## src/rtl/plic_lite_pkg.sv

```systemverilog
// Shared constants and types for the lightweight PLIC.
// Register offsets are reserved here for the future bus wrapper.
package plic_lite_pkg;

    localparam int PLIC_NO_IRQ_ID      = 0;
    localparam int PLIC_DEFAULT_PRIO_W = 3;

    localparam logic [31:0] PLIC_OFF_PRIORITY  = 32'h0000_0000;
    localparam logic [31:0] PLIC_OFF_PENDING   = 32'h0000_1000;
    localparam logic [31:0] PLIC_OFF_ENABLE    = 32'h0000_2000;
    localparam logic [31:0] PLIC_OFF_THRESHOLD = 32'h0020_0000;
    localparam logic [31:0] PLIC_OFF_CLAIM     = 32'h0020_0004;

    typedef enum logic {
        SRC_LEVEL = 1'b0,
        SRC_EDGE  = 1'b1
    } src_mode_e;

endpackage

```

## src/rtl/plic_gateway.sv

```systemverilog
// Per-source interrupt gateway: synchroniser, edge detect, and the
// pending / in-service / held-edge bookkeeping for one source.
module plic_gateway
    import plic_lite_pkg::*;
#(
    parameter int SYNC_STAGES = 2
) (
    input  logic clk,
    input  logic rst_n,
    input  logic irq,
    input  logic edge_mode,
    input  logic claim,
    input  logic complete,
    output logic pending,
    output logic in_service
);

    logic [SYNC_STAGES-1:0] sync_q;
    logic                   s;
    logic                   s_prev;
    logic                   rise;
    logic                   idle;
    logic                   edge_held;
    logic                   pending_d;
    logic                   in_service_d;
    logic                   edge_held_d;
    src_mode_e              mode;

    assign mode = src_mode_e'(edge_mode);
    assign s    = sync_q[SYNC_STAGES-1];
    assign rise = s & ~s_prev;
    assign idle = ~pending & ~in_service;

    always_ff @(posedge clk or negedge rst_n) begin
        if (!rst_n) begin
            sync_q <= '0;
            s_prev <= 1'b0;
        end else begin
            sync_q[0] <= irq;
            for (int k = 1; k < SYNC_STAGES; k++) begin
                sync_q[k] <= sync_q[k-1];
            end
            s_prev <= s;
        end
    end

    // A claim only takes effect on a source that is really pending, so a stale
    // best_id from back-to-back claims can never put an idle source in service.
    always_comb begin
        pending_d    = pending;
        in_service_d = in_service;
        edge_held_d  = edge_held;
        if (claim && pending) begin
            pending_d    = 1'b0;
            in_service_d = 1'b1;
        end else if (idle) begin
            if (mode == SRC_EDGE) begin
                if (edge_held) begin
                    pending_d   = 1'b1;
                    edge_held_d = 1'b0;
                end else if (rise) begin
                    pending_d = 1'b1;
                end
            end else if (s) begin
                pending_d = 1'b1;
            end
        end
        if (!idle && (mode == SRC_EDGE) && rise) begin
            edge_held_d = 1'b1;
        end
        if (complete && in_service) begin
            in_service_d = 1'b0;
        end
    end

    always_ff @(posedge clk or negedge rst_n) begin
        if (!rst_n) begin
            pending    <= 1'b0;
            in_service <= 1'b0;
            edge_held  <= 1'b0;
        end else begin
            pending    <= pending_d;
            in_service <= in_service_d;
            edge_held  <= edge_held_d;
        end
    end

endmodule

```

## src/rtl/plic_lite.sv

```systemverilog
// Platform-level interrupt controller: per-source gateways, a priority
// arbiter with lowest-ID tie break, and the claim/complete handshake.
module plic_lite
    import plic_lite_pkg::*;
#(
    parameter  int NUM_SRC     = 16,
    parameter  int PRIO_W      = PLIC_DEFAULT_PRIO_W,
    parameter  int SYNC_STAGES = 2,
    localparam int ID_W        = $clog2(NUM_SRC + 1)
) (
    input  logic                      clk,
    input  logic                      rst_n,
    input  logic [NUM_SRC-1:0]        src_irq,
    input  logic [NUM_SRC-1:0]        src_edge,
    input  logic [NUM_SRC-1:0]        src_en,
    input  logic [NUM_SRC*PRIO_W-1:0] src_prio,
    input  logic [PRIO_W-1:0]         threshold,
    input  logic                      claim_req,
    output logic                      claim_valid,
    output logic [ID_W-1:0]           claim_id,
    input  logic                      complete_req,
    input  logic [ID_W-1:0]           complete_id,
    output logic                      ext_irq
);

    localparam logic [ID_W-1:0] NO_ID = ID_W'(PLIC_NO_IRQ_ID);

    logic [NUM_SRC-1:0] pending;
    logic [NUM_SRC-1:0] in_service;
    logic [NUM_SRC-1:0] eligible;
    logic [NUM_SRC-1:0] claim_hit;
    logic [NUM_SRC-1:0] complete_hit;
    logic [PRIO_W-1:0]  prio_arr [NUM_SRC];

    logic [ID_W-1:0]    best_id;
    logic [PRIO_W-1:0]  best_prio;
    logic [ID_W-1:0]    win_id;
    logic [PRIO_W-1:0]  win_prio;
    logic               claim_live;

    // best_prio is nonzero exactly when best_id names a real winner.
    assign claim_live = claim_req && (best_prio != '0);

    for (genvar i = 0; i < NUM_SRC; i++) begin : g_src
        assign prio_arr[i]     = src_prio[i*PRIO_W +: PRIO_W];
        assign eligible[i]     = pending[i] && src_en[i] && (prio_arr[i] > threshold);
        assign claim_hit[i]    = claim_live && (best_id == ID_W'(i + 1));
        assign complete_hit[i] = complete_req && (complete_id == ID_W'(i + 1));

        plic_gateway #(
            .SYNC_STAGES (SYNC_STAGES)
        ) u_gateway (
            .clk        (clk),
            .rst_n      (rst_n),
            .irq        (src_irq[i]),
            .edge_mode  (src_edge[i]),
            .claim      (claim_hit[i]),
            .complete   (complete_hit[i]),
            .pending    (pending[i]),
            .in_service (in_service[i])
        );
    end

    // Strict greater-than while scanning upward keeps the lowest ID on ties.
    always_comb begin
        win_id   = NO_ID;
        win_prio = '0;
        for (int i = 0; i < NUM_SRC; i++) begin
            if (eligible[i] && (prio_arr[i] > win_prio)) begin
                win_id   = ID_W'(i + 1);
                win_prio = prio_arr[i];
            end
        end
    end

    always_ff @(posedge clk or negedge rst_n) begin
        if (!rst_n) begin
            best_id     <= NO_ID;
            best_prio   <= '0;
            ext_irq     <= 1'b0;
            claim_valid <= 1'b0;
            claim_id    <= NO_ID;
        end else begin
            best_id     <= win_id;
            best_prio   <= win_prio;
            ext_irq     <= (win_id != NO_ID);
            claim_valid <= claim_req;
            claim_id    <= claim_live ? best_id : NO_ID;
        end
    end

endmodule

```

## config.mk

```make
export PLATFORM = sky130hd
export DESIGN_NAME = plic_lite
export DESIGN_NICKNAME = d
export VERILOG_FILES = /design/src/rtl/plic_lite_pkg.sv /design/src/rtl/plic_gateway.sv /design/src/rtl/plic_lite.sv
export SDC_FILE = /design/constraint.sdc
export NUM_CORES = 1
export LEC_CHECK = 0
export CAP_MARGIN = 0
export CORE_MARGIN = 2
export CORE_UTILIZATION = 25
export DETAILED_ROUTE_END_ITERATION = 8
export MAX_ROUTING_LAYER = met4
export PLACE_DENSITY = 0.52
export SLEW_MARGIN = 10
export SYNTH_ARGS = -nofsm -noshare
export SYNTH_HDL_FRONTEND = slang
export SYNTH_SLANG_ARGS = --single-unit
```

## constraint.sdc

```tcl
create_clock -name clk -period 21.5 [get_ports clk]
set_input_delay 2.15 -clock clk [delete_from_list [all_inputs] [get_ports clk]]
set_output_delay 2.15 -clock clk [all_outputs]
set_load 0.03 [all_outputs]
```

Word-level counts from Yosys, hierarchy flattened
Cells that the tools add are included.

Register bits: 111. Bits of input ports: 108. Output and inout bits: 7. Logic and storage cells: 761.

$lt $le $gt $ge: 32. Equality and inequality tests: 64. Multiplexer cells: 225. Bitwise logic cells: 80. Reduce and logical (&&, ||, !) cells: 275.

Operators with widths (count): two-way mux 1 bit (193); logical AND 1 bit (145); nonzero test 2 bit (64); AND reduction 3 bit (32); > comparator 3 bit (31); equality test 5 x 4 -> 1 bit, second input constant (16); two-way mux 5 bit (15); != test 4 x 1 -> 1 bit, second input constant (16); nonzero test 3 bit (17); two-way mux 3 bit (16); NOT 1 bit (48); equality test 5 x 3 -> 1 bit, second input constant (8); bitwise AND 1 bit (32); != test 2 bit, second input constant (16); equality test 5 x 2 -> 1 bit, second input constant (4); zero test 1 bit (16); equality test 5 x 1 -> 1 bit, second input constant (2); equality test 5 bit, second input constant (2); nonzero test 5 bit (1); > comparator 3 x 1 -> 1 bit, second input constant (1); two-way mux 2 bit (1).

Depth between registers and ports, before layout
Depth after elaboration: 50. Mapped depth: 107. Depth with buffers taken out: 105.

Hierarchy
Synthesis repeated with hierarchy kept, for this count alone.

Cell total of the unflattened synthesis: 766. Area, all modules: 7332.0 um2.

By module, submodules not included: plic_lite (instances 1, cells each 526, area each 3888.7 um2, seq. area each 375.4 um2); plic_gateway (instances 16, cells each 15, area each 215.2 um2, seq. area each 150.1 um2).

Least setup slack after synthesis
Ideal clock, no wire load.

Path kind: input to register. Start point: input threshold[2]. End point: register best_prio[1]. Library setup time: 0.131 ns. Arrival: 21.860 ns. Required time: 21.369 ns. Path slack: -0.492 ns. Cell stages on the path: 104. Buffers on the path: 2. Path through: inv_1 ha_1 nand3_1 o2111ai_1 nor2_1 nand2_1 ha_1 a21oi_1 a22oi_1 nand2_1 mux2_2 ha_1 nand3_1 nand4_1 or2_2 clkbuf_1 mux2_2 ha_1 (+68 left out) a31oi_1 nand3_2 o31ai_2 ha_1 inv_1 a21oi_1 a21oi_1 maj3_1 nand2_1 mux2_2 ha_1 nand3_1 nand4_1 nor3_1 clkbuf_1 inv_1 nand2_1 o21ai_0.

Cells in the longest elaborated chain, start to end: 49. Elaborated cells between the ends (all ways): 79. Those cells by class: order compare (31); mux (16); reduce/logical (32).

RTL lines: start: declaration (RTL line plic_lite.sv:17) `input logic [PRIO_W-1:0] threshold,`; > comparator 3 bit (RTL line plic_lite.sv:46) `assign eligible[i] = pending[i] && src_en[i] && (prio_arr[i] > threshold);`; logical AND 1 bit (RTL line plic_lite.sv:46); logical AND 1 bit (RTL line plic_lite.sv:69) `if (eligible[i] && (prio_arr[i] > win_prio)) begin`; two-way mux 3 bit (RTL line plic_lite.sv:69); > comparator 3 bit (RTL line plic_lite.sv:69); logical AND 1 bit (RTL line plic_lite.sv:69); two-way mux 3 bit (RTL line plic_lite.sv:69); > comparator 3 bit (RTL line plic_lite.sv:69); (+34 left out); two-way mux 3 bit (RTL line plic_lite.sv:69); > comparator 3 bit (RTL line plic_lite.sv:69); logical AND 1 bit (RTL line plic_lite.sv:69); two-way mux 3 bit (RTL line plic_lite.sv:69); > comparator 3 bit (RTL line plic_lite.sv:69); logical AND 1 bit (RTL line plic_lite.sv:69); two-way mux 3 bit * (RTL line plic_lite.sv:69); named net win_prio[1] (RTL line plic_lite.sv:38) `logic [PRIO_W-1:0] win_prio;`; end signal: assignment (RTL line plic_lite.sv:85) `best_prio <= win_prio;`; end: declaration (RTL line plic_lite.sv:36) `logic [PRIO_W-1:0] best_prio;`.

Mark *: on every way through the listed nets, which the timed path passes. The rest lies on a longest branch. A chain may end at the register's enable or synchronous reset.

Worst setup path in the final report
Start point: input src_prio[1]. End point: register best_prio[1].

Cells in the longest elaborated chain, start to end: 49. Elaborated cells between the ends (all ways): 50. Those cells by class: order compare (17); mux (16); reduce/logical (17).

RTL lines: start: declaration (RTL line plic_lite.sv:16) `input logic [NUM_SRC*PRIO_W-1:0] src_prio,`; > comparator 3 bit (RTL line plic_lite.sv:46); logical AND 1 bit (RTL line plic_lite.sv:46); logical AND 1 bit (RTL line plic_lite.sv:69); two-way mux 3 bit * (RTL line plic_lite.sv:69); > comparator 3 bit (RTL line plic_lite.sv:69); logical AND 1 bit (RTL line plic_lite.sv:69); two-way mux 3 bit * (RTL line plic_lite.sv:69); > comparator 3 bit (RTL line plic_lite.sv:69); (+34 left out); two-way mux 3 bit * (RTL line plic_lite.sv:69); > comparator 3 bit (RTL line plic_lite.sv:69); logical AND 1 bit (RTL line plic_lite.sv:69); two-way mux 3 bit * (RTL line plic_lite.sv:69); > comparator 3 bit (RTL line plic_lite.sv:69); logical AND 1 bit (RTL line plic_lite.sv:69); two-way mux 3 bit * (RTL line plic_lite.sv:69); named net win_prio[1] (RTL line plic_lite.sv:38).

Marks and branches as above.

==> run_results.csv <==
group,metric,value,unit
layout,drive_above_1_share,0.2345,
place,place_congestion,0.8829,
routing,via_per_inst,4.888,
grt,grt_usage,0.1495,
floorplanning,die-area,30980,µm²
grt,grt_pass1_vias,6623,
floorplanning,dieHeight,176.0,µm
routing,antenna_left,0,
place,place_area,9609,µm²
grt,grt_max_degree,63,
worst_setup_path,worstPathMaxFanout,7,
worst_setup_path,r2r_slack,2.44,ns
run,maxCapViolations,0,
min_path,min_path_type,"reg2reg",
timing,whs,0.3446,ns
yosys,synth-main-ff-cell,"dfrtp_1",
layout,final_area,10640,µm²
clock_tree,htree_levels,3,
floorplanning,pin_count,115,
layout,fin_util,0.3678,
place,dp.cells,1364,
routing,wl,22970,µm
outcome,status,"finished clean",
floorplanning,fp-row-count,62,
yosys,ys_types,78,
worst_setup_path,max_stage_delay,0.35,ns
yosys,ys_async_sr_fraction,1.000,
worst_setup_path,required,21.73,ns
yosys,syn-mean-instance-area,9.202,µm²
routing,via_count,6863,
timing,fin_crit_sh,0.9679,
yosys,synth_edf_count,0,
worst_setup_path,critPathCaptureType,"flop",
yosys,yosys_warnings,0,
grt,grt_overflow_total,0,
routing,drt_pass1_iterations,5,
clock_tree,cts_buffers,9,
pwr,irDropWorstVdd,53.05,µV
timing,max_freq,48.06,MHz
clock_tree,cts_buffer_depth,2,
worst_setup_path,arrival,21.04,ns
timing,hold_violations,0,
floorplanning,floorplan.initialDensity,0.2557,
timing,period_needed,20.81,ns
timing,tightest_slew,0.7682,ns
timing,skew,0.005031,ns
clock_tree,clkTransAtPathRegs,0.07,ns
grt,grt_pass1_wl,35470,µm
routing,drc,0,
floorplanning,die_x,176.0,µm
layout,nets,1195,
worst_setup_path,worst-setup-path-type,"in2reg",
clock_tree,clock_latency,0.35,ns
clock_tree,ctsHoldBuffers,0,
layout,syn_to_final_growth,43.84,%
timing,finalMaxSlewViolations,0,
layout,final_common_cell,"dfrtp_1",
yosys,syn_nets,985,
yosys,yosysSeqAreaShare,0.3754,
yosys,syn_area,7398,µm²
yosys,yosys_register_bits,111,
timing,slew_headroom,0.4867,
worst_setup_path,cpMaxStageDelayCell,"mux2_4",
clock_tree,clk_root_buffer_cell,"clkbuf_16",
yosys,synthCells,804,
layout,stdcell_count,1404,
clock_tree,cts_tree,"done",
place,io_buffers,114,
timing,setup_viol,0,
place,dp_hpwl,17590,µm
routing,drtIter0Drc,354,
pwr,p_per_area,100.3,nW/µm²
worst_setup_path,cp_common_cell,"ha_4",
clock_tree,clkSinkCount,111,
routing,wl_per_cell,16.36,µm
worst_setup_path,cp-start-kind,"input pin",
floorplanning,core,28940,µm²
pwr,p_leak,4.580,nW
grt,antenna_found_initial,0,
layout,final_cell_mix,"dfrtp_1, clkdlybuf4s50_1, nand2_1, buf_4",
layout,fill_cells,2932,
[flip-flops by register name (all words and copies together), names as in the netlist]
name,count
g_src.u_gateway.in_service,16
best_id,5
claim_valid,1
claim_id,5
g_src.u_gateway.sync_q,32
g_src.u_gateway.edge_held,16
g_src.u_gateway.s_prev,16
best_prio,3
g_src.u_gateway.pending,16
ext_irq,1
[critical path, delay by kind of cell]
kind	cells	cell delay [ns]
AND/OR/NAND/NOR	38	5.23
buffers and inverters	5	0.55
AO/OA/AOI/OAI	33	5.06
adder cells (fa/ha/maj)	20	5.38
multiplexers	8	2.63
[report_power, final]
group | leakage [nW] | internal, mW | switching [mW]
Sequential | 1.27 | 0.265 | 0.0606
Combinational | 3.16 | 0.288 | 0.273
Clock | 0.155 | 0.103 | 0.0778
Total | 4.58 | 0.656 | 0.411
[synth_stat cells (all sizes together), types with 9 or more instances]
cell   number  area [µm²]
a21o       14       105.1
a21oi      40       207.7
a22oi      20       150.1
a31oi      30       187.7
and2       16       100.1
and3       10       72.57
dfrtp     111        2778
ha         73       913.4
inv        61       229.0
mux2        9       112.6
nand2     100       375.4
nand3      25       130.1
nand4       9       56.30
nor2       56       210.2
nor2b      13       81.33
nor3       13       70.07
o21a       11       82.58
o21ai      29       145.1
o31ai      21       167.7
o32a       16       160.2
[stage by stage]
| step | setup TNS (ns) | setup slack (ns) | power [mW] |
|---|---|---|---|
| 4_1_cts | -0.01601 | -0.01601 | 0.9933 |
| 3_3_place_gp | -2.201 | -0.3430 | 0.7856 |
| 5_1_grt | -0.8788 | -0.2104 | 1.146 |
| 6_report | 0 | 0.6909 | 1.068 |
| 2_1_floorplan | 0 | 0.01017 | 0.6070 |
| 3_5_place_dp | -6.345 | -0.8224 | 0.7889 |
[final timing paths]
| check | start | endpoint | cells after the start |
|---|---|---|---|
| setup / recovery | src_prio[1] | best_prio[1] | 104 |
| hold / removal | g_src[13].u_gateway.sync_q[0] | g_src[13].u_gateway.sync_q[1] | 0 |
| setup reg to reg | g_src[0].u_gateway.pending | best_prio[1] | 101 |
| hold reg to reg | g_src[13].u_gateway.sync_q[0] | g_src[13].u_gateway.sync_q[1] | 0 |
| max in group asynchronous | rst_n | g_src[13].u_gateway.sync_q[0] | 2 |
| min in group asynchronous | rst_n | g_src[1].u_gateway.sync_q[0] | 1 |
[what timing repair did]
action / CTS / global route
setup endpoints to repair: 9 / 9
pin swaps: 11 / 71
buffers inserted: 8 / 17
gates resized for setup: 21 / 107
hold endpoints to repair: 0 / 0
cloned: 0 / 0
[routing by layer]
| metal | wire length [µm] | GRT usage | vias up |
|---|---|---|---|
| li1 | - | - | 3455 |
| met1 | 10830 | 0.1999 | 3278 |
| met2 | 11030 | 0.2430 | 115 |
| met3 | 874 | 0.02046 | 15 |
| met4 | 232 | 0.02927 | 0 |
| met5 | 0 | - | - |
[layout make-up]
type	instances	area, µm²	area share
Sequential cell	111	2778	0.2610
Antenna cell	1	2.502	0.0002352
Tap cell	384	480.5	0.04515
Clock buffer	10	229.0	0.02152
Clock inverter	6	92.59	0.008701
Multi-Input combinational cell	625	4986	0.4685
Timing Repair Buffer	206	1837	0.1726
Inverter	61	236.5	0.02222
[cell families (layout without fill, tap and decap cells)]
logic type,count (synthesis),after routing,synth area share
simple gates,279,279,0.1845
flops,111,111,0.3754
buf+inv,68,283,0.03602
other cells,0,1,0
fa+ha+maj,79,79,0.1316
compound gates,257,257,0.2559
mux,10,10,0.01657
Power figures use the tool's default switching activity.
